<file path="config.mk">
export PLATFORM = sky130hd
export DESIGN_NAME = mux_rr_arbiter
export DESIGN_NICKNAME = d
export VERILOG_FILES = /design/src/rtl/mux_arb_pkg.sv /design/src/rtl/rr_pick.sv /design/src/rtl/mux_rr_arbiter.sv
export SDC_FILE = /design/constraint.sdc
export NUM_CORES = 1
export LEC_CHECK = 0
export BUFFER_PORTS_ARGS = -buffer_cell sky130_fd_sc_hd__buf_4
export CAP_MARGIN = 20
export CELL_PAD_IN_SITES_DETAIL_PLACEMENT = 1
export CELL_PAD_IN_SITES_GLOBAL_PLACEMENT = 2
export CORE_MARGIN = 8
export CORE_UTILIZATION = 30
export CTS_CLUSTER_SIZE = 40
export DETAILED_ROUTE_END_ITERATION = 7
export GPL_ROUTABILITY_DRIVEN = 0
export PLACE_DENSITY_LB_ADDON = 0.1
export SLEW_MARGIN = 15
export SYNTH_ARGS = -nofsm -noshare
export SYNTH_HDL_FRONTEND = slang
export SYNTH_SLANG_ARGS = --single-unit
</file>
<file path="constraint.sdc">
create_clock -name clk -period 4.79 [get_ports clk]
set_input_delay 0.7185 -clock clk [delete_from_list [all_inputs] [get_ports clk]]
set_output_delay 0.7185 -clock clk [all_outputs]
set_load 0.1 [all_outputs]
</file>
<file path="src/rtl/mux_arb_pkg.sv">
// Shared types and helpers for the round-robin mux arbiter: state encoding,
// requester geometry and the rotating-priority pick.
package mux_arb_pkg;

  localparam int unsigned NUM_REQ = 4;
  localparam int unsigned SEL_W   = 2;

  typedef enum logic {
    IDLE  = 1'b0,
    GRANT = 1'b1
  } state_t;

  typedef struct packed {
    logic             any;
    logic [SEL_W-1:0] idx;
  } pick_t;

  // Scan last+1, last+2, last+3, last (mod NUM_REQ); first set request wins.
  function automatic pick_t rr_pick_fn(input logic [NUM_REQ-1:0] req,
                                       input logic [SEL_W-1:0]   last);
    pick_t            p;
    logic [SEL_W-1:0] k;
    p = '{any: 1'b0, idx: '0};
    for (int unsigned i = 1; i <= NUM_REQ; i++) begin
      k = last + SEL_W'(i);
      if (!p.any && req[k]) begin
        p.any = 1'b1;
        p.idx = k;
      end
    end
    return p;
  endfunction

  function automatic logic [NUM_REQ-1:0] onehot(input logic [SEL_W-1:0] idx);
    logic [NUM_REQ-1:0] v;
    v      = '0;
    v[idx] = 1'b1;
    return v;
  endfunction

endpackage

</file>
<file path="src/rtl/rr_pick.sv">
// Combinational 4-way rotating priority encoder; priority starts just after
// the previous winner.
module rr_pick
  import mux_arb_pkg::*;
(
  input  logic [NUM_REQ-1:0] req,
  input  logic [SEL_W-1:0]   last,
  output logic [SEL_W-1:0]   winner,
  output logic               any
);

  pick_t pick;

  assign pick   = rr_pick_fn(req, last);
  assign winner = pick.idx;
  assign any    = pick.any;

endmodule

</file>
<file path="src/rtl/mux_rr_arbiter.sv">
// Round-robin arbiter sharing the 4:1 single-bit mux between four requesters,
// with a timeslice bound on ownership and a lock that defers preemption.
module mux_rr_arbiter
  import mux_arb_pkg::*;
#(
  parameter int unsigned SLICE = 4,
  parameter int unsigned CNT_W = 8
) (
  input  logic       clk,
  input  logic       rst_n,
  input  logic       ena,
  input  logic [3:0] req,
  input  logic [3:0] din,
  input  logic       lock,
  output logic [3:0] grant,
  output logic [1:0] sel,
  output logic       y,
  output logic       y_vld,
  output logic       busy
);

  localparam logic [CNT_W-1:0] RELOAD = CNT_W'(SLICE - 1);

  state_t           state;
  logic [CNT_W-1:0] cnt;
  logic [SEL_W-1:0] last;
  logic [SEL_W-1:0] winner;
  logic             any;
  logic             owner_req;
  logic             contender;
  logic             expired;

  rr_pick u_pick (
    .req    (req),
    .last   (last),
    .winner (winner),
    .any    (any)
  );

  // In GRANT last == sel, so the owner is scanned last and any other request wins.
  assign owner_req = req[sel];
  assign contender = any && (winner != sel);
  assign expired   = (cnt == '0) && !lock;
  assign busy      = (state == GRANT);

  always_ff @(posedge clk or negedge rst_n) begin
    if (!rst_n) begin
      state <= IDLE;
      grant <= '0;
      sel   <= '0;
      y     <= 1'b0;
      y_vld <= 1'b0;
      cnt   <= '0;
      last  <= 2'd3;
    end else if (ena) begin
      case (state)
        IDLE: begin
          y_vld <= 1'b0;
          if (any) begin
            state <= GRANT;
            grant <= onehot(winner);
            sel   <= winner;
            last  <= winner;
            cnt   <= RELOAD;
          end
        end
        GRANT: begin
          y     <= din[sel];
          y_vld <= 1'b1;
          if (!owner_req) begin
            if (any) begin
              grant <= onehot(winner);
              sel   <= winner;
              last  <= winner;
              cnt   <= RELOAD;
            end else begin
              state <= IDLE;
              grant <= '0;
            end
          end else if (expired) begin
            cnt <= RELOAD;
            if (contender) begin
              grant <= onehot(winner);
              sel   <= winner;
              last  <= winner;
            end
          end else if (cnt != '0) begin
            cnt <= cnt - CNT_W'(1);
          end
        end
        default: state <= IDLE;
      endcase
    end
  end

endmodule

</file>
==> results.py, run 1 <==
metrics = {
    "outcome": {
        "status": "complete, no violations",
    },
    "timing": {
        "min_period_ns": 2.11,
        "setup_violations": 0,
        "rsz0062_at_grt": "false",
        "drv_slew": 0,
        "tightest_slew_ns": 0.570,
        "timing.final.crit_share_pct": 44.1,
        "slew_headroom_pct": 61.8,
        "hold_slack_ns": 0.329,
        "fin_worst_skew_ns": 0.00507,
        "fin_tns_setup_ns": 0,
        "fin_ws_ns": 2.68,
        "fmax_ghz": 0.474,
        "hold_violations": 0,
    },
    "synth": {
        "ys_warn_count": 0,
        "syn_inst": 127,
        "syn_nets": 141,
        "ys_seq_area_share_pct": 37.3,
        "async_flop_share_pct": 100,
        "ys_types": 47,
        "synth_edf_count": 0,
        "synthFlopType": "dfrtp_1",
        "synth_area_per_cell_um2": 10.1,
        "yosys_register_bits": 19,
        "synth_area_um2": 1280,
    },
    "route": {
        "dr.pass1.iters": 3,
        "wl_per_cell_um": 15.5,
        "ant_nets": 0,
        "wl_um": 3030,
        "drt-vias-per-instance": 5.07,
        "drtIter0Drc": 15,
        "vias": 994,
        "drc": 0,
    },
    "worst_setup_path": {
        "worst_setup_path_end_kind": "flop",
        "reg2reg_setup_slack_ns": 2.68,
        "crit_required_ns": 4.93,
        "reg2reg_depth": 6,
        "rr_startpoint": "last[1]",
        "cp.arrival_ns": 2.25,
        "r2r-end": "grant[2]",
        "crit_type": "reg2reg",
        "crit_fanout": 9,
        "critPathLaunchType": "flop",
    },
    "floorplan": {
        "dieArea_um2": 6620,
        "coreArea_um2": 4060,
        "start_util_pct": 31.6,
        "std_cell_rows": 23,
        "pin_count": 21,
        "die_y_um": 81.4,
        "fp.dieW_um": 81.4,
    },
    "clock_network": {
        "path_clk_slew_ns": 0.07,
        "cts_buffer_depth": 2,
        "cts_tree": "done",
        "cts_hold_buf": 0,
        "cts_setup_buffers": 0,
        "numCtsBuffers": 3,
        "cts_num_sinks": 19,
        "cts.repair.resized": 0,
        "insertion_delay_ns": 0.25,
        "root_buffer": "clkbuf_8",
        "htreeDepth": 1,
    },
    "global_routing": {
        "grt_pass1_wl_um": 5040,
        "antenna_found_initial": 0,
        "grt_pass1_vias": 1039,
        "track_usage_pct": 9.76,
        "grt_overflow": 0,
        "grt_max_degree": 20,
    },
    "layout": {
        "antenna_cells": 0,
        "fin_nets": 161,
        "drive_above_1_share_pct": 27.4,
        "final_util_pct": 36.8,
        "fillers": 479,
        "area_growth_syn_to_layout_pct": 16.5,
        "layout_commonest_cell": "buf_4",
        "final_cell_mix": "buf_4, dfrtp_1, o21ai_0, nand2_1",
    },
    "placement": {
        "post-dp-hpwl_um": 2410,
        "portBuffers": 20,
        "place_ws_ns": 2.44,
    },
    "power": {
        "peakVddDrop_v": 0.000273,
        "p_per_area_nw_per_um2": 674,
        "p_leak_nw": 0.659,
    },
    "job": {
        "maxCapViolations": 0,
    },
    "worst_hold_path": {
        "hold_path_class": "in2async",
    },
}
state kept, by name, summed over array words and instances (netlist names):
signal,cells
cnt,8
grant,4
last,2
sel,2
busy,1
y,1
y_vld,1
routing by layer:
metal | wire, µm | vias to the layer above | global-route usage (%)
li1 | - | 490 | -
met1 | 1480 | 484 | 12.7
met2 | 1360 | 16 | 15.1
met3 | 151 | 4 | 2.43
met4 | 34 | 0 | 3.75
met5 | 0 | - | 0
logic make-up (layout without fill, tap and decap cells):
group	after synthesis	after routing	synth area share, %
AND/OR/NAND/NOR	41	41	18.1
multiplexers	12	12	12.8
XOR/XNOR	2	2	1.37
flip-flops	19	19	37.3
buffers and inverters	14	33	6.24
adder cells (fa/ha/maj)	2	2	1.95
AO/OA/AOI/OAI	37	37	22.2
critical path, stage by stage (launching register included):
cell      delay (ns)
dfstp_2         0.63
mux2i_1         0.30
o211ai_1        0.14
o211ai_2        0.22
nand2_1         0.13
a31oi_4         0.26
mux2_4          0.32
stage by stage:
step | power (W) | std cells | cell area, µm²
detailed placement | 0.000906 | 192 | 1450
finish | 0.00101 | 196 | 1490
CTS | 0.00102 | 196 | 1490
global placement | 0.000894 | 192 | 1450
global route | 0.00108 | 196 | 1490
floorplan | 0.000790 | 127 | 1280
worst max-delay path by stage:
stage / startpoint / endpoint / depth (start not counted)
3_3_place_gp: req[0] / grant[2] / 7
5_1_grt: req[1] / cnt[6] / 6
4_1_cts: last[1] / sel[0] / 6
3_5_place_dp: req[1] / cnt[6] / 6
6_report: last[1] / grant[2] / 6
2_1_floorplan: sel[0] / grant[0] / 4
synth_stat cells, types with 3 or more instances:
library cell  instances  area share, %
a21oi_1               6            2.3
buf_6                 3            2.6
dfrtp_1              17             33
inv_1                 9            2.6
mux2_1                3            2.6
mux2i_1               4            3.1
nand2_1              11            3.2
nand2b_1              5            2.4
nand3b_1              3            1.8
nor2_1                9            2.6
o21ai_0              11            4.3
where the power goes:
part           total [W]  switching [W]  internal (W)
clock network   0.000112      0.0000526     0.0000591
registers       0.000301      0.0000721      0.000229
logic           0.000594       0.000397      0.000196
layout make-up:
cell class	instances	area, µm²	share of cell area [%]
multi-input cells	94	724	48.5
repair buffers	20	150	10.1
clock buffers	4	45.0	3.02
well taps	50	62.6	4.19
inverters	9	33.8	2.26
flip-flops and latches	19	478	32.0
Power figures use the tool's default switching activity.
==> run 2, diff against run 1 <==
Settings changed: ABC_AREA set to 1.
Clock period 4.79 ns to 2 ns, I/O delays scaled along.
==> results.py, run 2 <==
metrics = {
    "power": {
        "switching_share_pct": 57.0,
        "p_leak_nw": 0.977,
        "power_frac_clock_pct": 7.8,
        "p_seq_share_pct": 19.4,
        "peakVddDrop_v": 0.000673,
        "comb_power_share_pct": 72.8,
        "p_sw_w": 0.00204,
        "p_per_area_nw_per_um2": 1920,
        "power.internal_w": 0.00154,
    },
    "floorplan": {
        "coreArea_um2": 4690,
        "die_y_um": 85.6,
        "fp.dieW_um": 85.6,
        "std_cell_rows": 25,
        "start_util_pct": 31.0,
        "pin_count": 21,
        "dieArea_um2": 7320,
    },
    "layout": {
        "regMostFlops": "cnt",
        "drive_above_1_share_pct": 35.6,
        "fin_cells": 293,
        "layout_commonest_cell": "nand2_1",
        "largest_registers": "cnt: 8 flops, grant: 4 flops",
        "antenna_cells": 0,
        "largest_reg_flops": 8,
        "area_growth_syn_to_layout_pct": 28.1,
        "fin_nets": 254,
        "final_cell_mix": "nand2_1, buf_4, inv_1",
    },
    "worst_hold_path": {
        "worstHoldStart": "ena",
        "min_to": "last[1]",
        "whs_path_depth": 4,
        "hold_path_class": "in2reg",
    },
    "job": {
        "maxCapViolations": 0,
    },
    "synth": {
        "yosysTopAreaCellShare_pct": 29.3,
        "async_flop_share_pct": 100,
        "synth.most_common_cell": "nand2_1",
        "syn_nets": 219,
        "ys_seq_area_share_pct": 32.9,
        "synth_common_cells": "nand2_1, inv_1, dfrtp_1, nand3_1, nor2_1",
        "synthFlopType": "dfrtp_1",
        "yosys_register_bits": 19,
        "ys_warn_count": 0,
        "synth_area_leaders": "dfrtp_1, nand2_1, nand2_4",
        "synth_area_um2": 1450,
        "synth_area_leader_cell": "dfrtp_1",
        "ys_types": 31,
        "synth_area_per_cell_um2": 7.09,
        "synth_edf_count": 0,
        "syn_inst": 205,
    },
    "worst_setup_path": {
        "reg2reg_depth": 15,
        "rr_startpoint": "last[0]",
        "critPathLaunchType": "flop",
        "worst_setup_path_end_kind": "flop",
        "crit_type": "reg2reg",
        "crit_fanout": 9,
        "crit_required_ns": 2.16,
        "cp.arrival_ns": 2.22,
        "r2r-end": "sel[1]",
        "reg2reg_setup_slack_ns": -0.06,
    },
    "global_routing": {
        "track_usage_pct": 12.8,
        "grt_overflow": 0,
        "grt_max_degree": 20,
        "grt_pass1_vias": 1615,
        "antenna_found_initial": 0,
        "grt_pass1_wl_um": 7650,
    },
    "clock_network": {
        "cts_tree": "done",
        "path_clk_slew_ns": 0.08,
        "root_buffer": "clkbuf_8",
        "insertion_delay_ns": 0.26,
        "cts_buffer_depth": 2,
        "numCtsBuffers": 3,
        "cts_num_sinks": 19,
        "htreeDepth": 1,
    },
    "route": {
        "wl_um": 4300,
        "drc": 0,
        "wl_per_cell_um": 14.7,
        "drtIter0Drc": 53,
        "dr.pass1.iters": 4,
        "drt-vias-per-instance": 4.88,
        "vias": 1429,
        "ant_nets": 0,
    },
    "timing": {
        "slew_headroom_pct": 82.4,
        "rsz0062_at_grt": "true",
        "fin_ws_ns": -0.0620,
        "fin_worst_skew_ns": 0.00121,
        "timing.final.crit_share_pct": 103,
        "drv_slew": 0,
        "tightest_slew_ns": 0.262,
        "fmax_ghz": 0.485,
        "fin_tns_setup_ns": -0.339,
        "hold_violations": 0,
        "min_period_ns": 2.06,
        "setup_violations": 8,
    },
    "placement": {
        "portBuffers": 20,
        "dpl.cell_count": 285,
        "post-dp-hpwl_um": 3530,
    },
    "outcome": {
        "failed_checks": "setup timing",
        "status": "finished, violations left",
    },
}
run 2: cell types whose count changed after synthesis, sizes merged, moves of 3 or more:
| cell | change |
|---|---|
| a21oi | -3 |
| inv | +21 |
| mux2 | -5 |
| mux2i | -4 |
| nand2 | +64 |
| nand2b | -5 |
| nand3 | +18 |
| nand4 | +3 |
| nor2 | +9 |
| o21ai | +4 |
| o31ai | -3 |
run 2: routing by layer:
layer	GRT usage (%)	vias to the layer above	part of all wire, %
met5	0	-	0
met4	3.66	0	0.84
met3	2.01	4	1.7
met2	24.3	16	54
met1	14.1	685	44
li1	-	724	-
run 2: cell type report:
cell class	count	area [µm²]
clock buffers	3	41.3
clock inverters	1	5.00
fillers	608	2830
inverters	31	120
multi-input cells	153	887
flip-flops and latches	19	480
well taps	54	67.6
repair buffers	32	259
run 2: through the flow:
| stage | util, % | setup slack [ns] | hold WS [ns] | total power [W] | area [µm²] |
|---|---|---|---|---|---|
| 2_1_floorplan | - | 0.0198 | 0.00441 | 0.00248 | 1460 |
| 4_1_cts | 39.1 | -0.0770 | 0.322 | 0.00355 | 1840 |
| 5_1_grt | 39.7 | -0.242 | 0.330 | 0.00391 | 1860 |
| 3_3_place_gp | 36.9 | -0.0771 | 0.190 | 0.00307 | 1730 |
| 3_5_place_dp | 36.9 | -0.167 | 0.197 | 0.00315 | 1730 |
| 6_report | 39.7 | -0.0620 | 0.317 | 0.00358 | 1860 |
run 2: how the worst max path moves through the flow:
stage	start	end	slack (ns)	cells after the start
CTS	last[0]	sel[1]	-0.08	15
finish	last[0]	sel[1]	-0.06	15
detailed placement	last[0]	sel[1]	-0.17	15
floorplan	sel[0]	cnt[2]	0.02	12
global route	last[0]	sel[1]	-0.24	17
global placement	last[0]	sel[1]	-0.08	15
run 2: repair_timing:
action / CTS / global route
buffers inserted: 1 / 1
hold endpoints to repair: 17 / 0
endpoints found under the setup margin: 9 / 15
gates resized for setup: 11 / 8
gates cloned: 1 / 0
hold buffers: 1 / 0
pin swaps: 1 / 0
run 2: power by group through the flow:
stage | sequential, W | clock [W] | combinational [W]
2_1_floorplan | 0.00111 | 0 | 0.00137
3_3_place_gp | 0.000687 | 0 | 0.00239
3_5_place_dp | 0.000700 | 0 | 0.00245
4_1_cts | 0.000700 | 0.000289 | 0.00256
5_1_grt | 0.000726 | 0.000307 | 0.00288
6_report | 0.000696 | 0.000279 | 0.00261
run 2: critical path, cell delays in order (launching register included):
cell	delay, ns
dfstp_2	0.65
inv_4	0.10
nand2_2	0.09
nand2_4	0.07
nand2_4	0.09
nand2_8	0.07
nor2_8	0.10
nand4_1	0.15
nand3_1	0.13
nand2_1	0.07
nand2_2	0.09
nand2_4	0.06
nand2_4	0.10
nand2_2	0.07
nand2_1	0.06
nand2_1	0.05
run 2: kinds of logic after synthesis:
logic type / after synthesis / share of synthesized area, %
buf+inv: 34 / 9.65
simple gates: 120 / 42.7
mux: 1 / 0.775
fa+ha+maj: 2 / 1.72
flops: 19 / 32.9
xor+xnor: 3 / 1.81
compound gates: 26 / 10.4
==> run 3, diff against run 2 <==
Settings changed: SLEW_MARGIN 15 to 5, SYNTH_HIERARCHICAL set to 1.
==> results.py, run 3 <==
metrics = {
    "outcome": {
        "status": "finished, violations left",
        "failed_checks": "setup timing",
    },
    "layout": {
        "regMostFlops": "cnt",
        "area_growth_syn_to_layout_pct": 38.4,
        "fin_nets": 283,
        "antenna_cells": 0,
        "layout_commonest_cell": "nand2_1",
        "final_cell_area_um2": 2020,
        "final_cell_mix": "nand2_1, buf_4, inv_1",
        "largest_registers": "cnt: 8 flops, grant: 4 flops",
        "largest_reg_flops": 8,
        "drive_above_1_share_pct": 36.9,
    },
    "global_routing": {
        "grt_pass1_vias": 1647,
        "grt_overflow": 0,
        "grt_pass1_wl_um": 7710,
        "track_usage_pct": 12.8,
        "grt_max_degree": 20,
        "antenna_found_initial": 0,
    },
    "clock_network": {
        "insertion_delay_ns": 0.25,
        "htreeDepth": 1,
        "cts_num_sinks": 19,
        "path_clk_slew_ns": 0.07,
        "cts_buffer_depth": 2,
        "numCtsBuffers": 3,
        "root_buffer": "clkbuf_8",
        "cts_tree": "done",
    },
    "timing": {
        "tightest_slew_ns": 0.386,
        "drv_slew": 0,
        "hold_violations": 0,
        "rsz0062_at_grt": "true",
        "fin_worst_skew_ns": 0.00304,
        "setup_violations": 15,
        "slew_headroom_pct": 74.1,
        "min_period_ns": 2.15,
        "timing.final.crit_share_pct": 108,
        "fmax_ghz": 0.465,
        "fin_ws_ns": -0.151,
    },
    "synth": {
        "ys_seq_area_share_pct": 32.8,
        "synth_area_um2": 1460,
        "synth_area_per_cell_um2": 6.69,
        "async_flop_share_pct": 100,
        "yosysTopAreaCellShare_pct": 29.2,
        "syn_inst": 218,
        "yosys_register_bits": 19,
        "synth.most_common_cell": "nand2_1",
        "synth_area_leaders": "dfrtp_1, nand2_1, nand3_1",
        "synth_common_cells": "nand2_1, inv_1, nand3_1, nor2_1, dfrtp_1",
        "synthFlopType": "dfrtp_1",
        "ys_types": 26,
        "synth_edf_count": 0,
        "ys_warn_count": 6,
        "syn_nets": 232,
        "synth_area_leader_cell": "dfrtp_1",
    },
    "floorplan": {
        "dieArea_um2": 7350,
        "coreArea_um2": 4690,
        "pin_count": 21,
        "start_util_pct": 31.1,
        "die_y_um": 85.7,
        "fp.dieW_um": 85.7,
        "std_cell_rows": 25,
    },
    "worst_setup_path": {
        "crit_type": "reg2reg",
        "reg2reg_setup_slack_ns": -0.15,
        "r2r-end": "grant[0]",
        "critPathLaunchType": "flop",
        "startpoint": "last[0]",
        "crit_required_ns": 2.19,
        "worst_setup_path_end_kind": "flop",
        "crit_fanout": 8,
        "crit_path_end": "grant[0]",
        "rr_startpoint": "last[0]",
        "reg2reg_depth": 16,
        "cp.arrival_ns": 2.34,
    },
    "job": {
        "maxCapViolations": 0,
    },
    "route": {
        "ant_nets": 0,
        "drc": 0,
        "wl_um": 4300,
        "dr.pass1.iters": 4,
        "drtIter0Drc": 50,
        "vias": 1517,
        "wl_per_cell_um": 13.3,
        "drt-vias-per-instance": 4.71,
    },
    "placement": {
        "post-dp-hpwl_um": 3410,
        "place_area_um2": 1800,
        "place_ws_ns": -0.319,
        "portBuffers": 20,
    },
    "power": {
        "p_leak_nw": 1.08,
        "p_per_area_nw_per_um2": 1920,
        "peakVddDrop_v": 0.000552,
    },
    "worst_hold_path": {
        "hold_path_class": "in2reg",
    },
}
==> run 3: changes by cell type in the layout (fill, tap and decap cells not counted), sizes merged, moves of 3 or more <==
cell / previous run / this run
buf: 31 / 47
o22ai: 3 / 0
nor2: 19 / 22
o21ai: 16 / 11
nand2: 76 / 90
nand3: 19 / 26
a31oi: 0 / 3
inv: 30 / 27
==> run 3: worst max-delay path, stage by stage, from the launching register on <==
cell     delay, ns
dfstp_2       0.64
inv_4         0.09
nand2_1       0.09
nand2_2       0.08
nand2_4       0.08
nand2_4       0.08
nor2_8        0.10
nand4_1       0.10
nand3_2       0.12
inv_2         0.04
nand2_1       0.05
nand2_1       0.05
nand2_1       0.08
nand2_2       0.08
o21ai_4       0.21
nand3_1       0.11
nand2_1       0.08
==> run 3: worst min-delay path by stage <==
| stage | slack (ns) | depth (start not counted) | endpoint | start |
|---|---|---|---|---|
| 6_report | 0.25 | 2 | busy | ena |
| 5_1_grt | 0.25 | 2 | busy | ena |
| 4_1_cts | 0.25 | 2 | busy | ena |
| 2_1_floorplan | 0.004 | 0 | busy | rst_n |
| 3_5_place_dp | 0.20 | 1 | y | rst_n |
| 3_3_place_gp | 0.19 | 1 | y | rst_n |
==> run 3: kinds of logic (layout without fill, tap and decap cells) <==
| kind of cell | Yosys count | in the layout | share of synthesized area, % |
|---|---|---|---|
| AND/OR/NAND/NOR | 145 | 145 | 47.9 |
| buffers and inverters | 29 | 79 | 7.80 |
| AO/OA/AOI/OAI | 19 | 19 | 7.38 |
| flip-flops | 19 | 19 | 32.8 |
| XOR/XNOR | 4 | 4 | 2.40 |
| adder cells (fa/ha/maj) | 2 | 2 | 1.71 |
==> run 3: metal layers <==
metal,GRT usage (%),vias to the layer above,routed length [µm]
met5,0,-,0
met4,3.66,0,53
met3,1.53,4,37
met2,23.9,4,2310
met1,14.7,719,1900
li1,-,790,-
==> run 3: power breakdown <==
group,switching [W],leakage (nW),internal (W)
Sequential,0.000170,0.236,0.000531
Combinational,0.00180,0.826,0.00111
Clock,0.000127,0.0228,0.000141
Total,0.00210,1.08,0.00179
==> run 3: per-stage QoR <==
step / cells / hold slack (ns) / utilization, % / setup TNS (ns) / total power [W]
2_1_floorplan: 218 / 0.00441 / - / 0 / 0.00248
3_3_place_gp: 307 / 0.193 / 38.5 / -2.70 / 0.00327
3_5_place_dp: 307 / 0.198 / 38.5 / -3.85 / 0.00328
4_1_cts: 321 / 0.245 / 42.9 / -2.08 / 0.00391
5_1_grt: 322 / 0.246 / 43.0 / -5.30 / 0.00425
6_report: 322 / 0.252 / 43.0 / -1.55 / 0.00388
==> run 3: what timing repair did <==
action | CTS | global route
endpoints found under the hold margin | 17 | 0
setup buffers | 9 | 1
pin swaps | 18 | 4
endpoints found under the setup margin | 17 | 17
gates resized for setup | 30 | 0
hold buffers | 1 | 0
==> run 3: area by class of cell <==
type                       count  area (µm²)
clock buffer                   4        45.0
fill                         612        2670
inverter                      27         106
multi-input combinational    170         948
sequential                    19         478
tap                           54        67.6
timing repair buffer          48         374
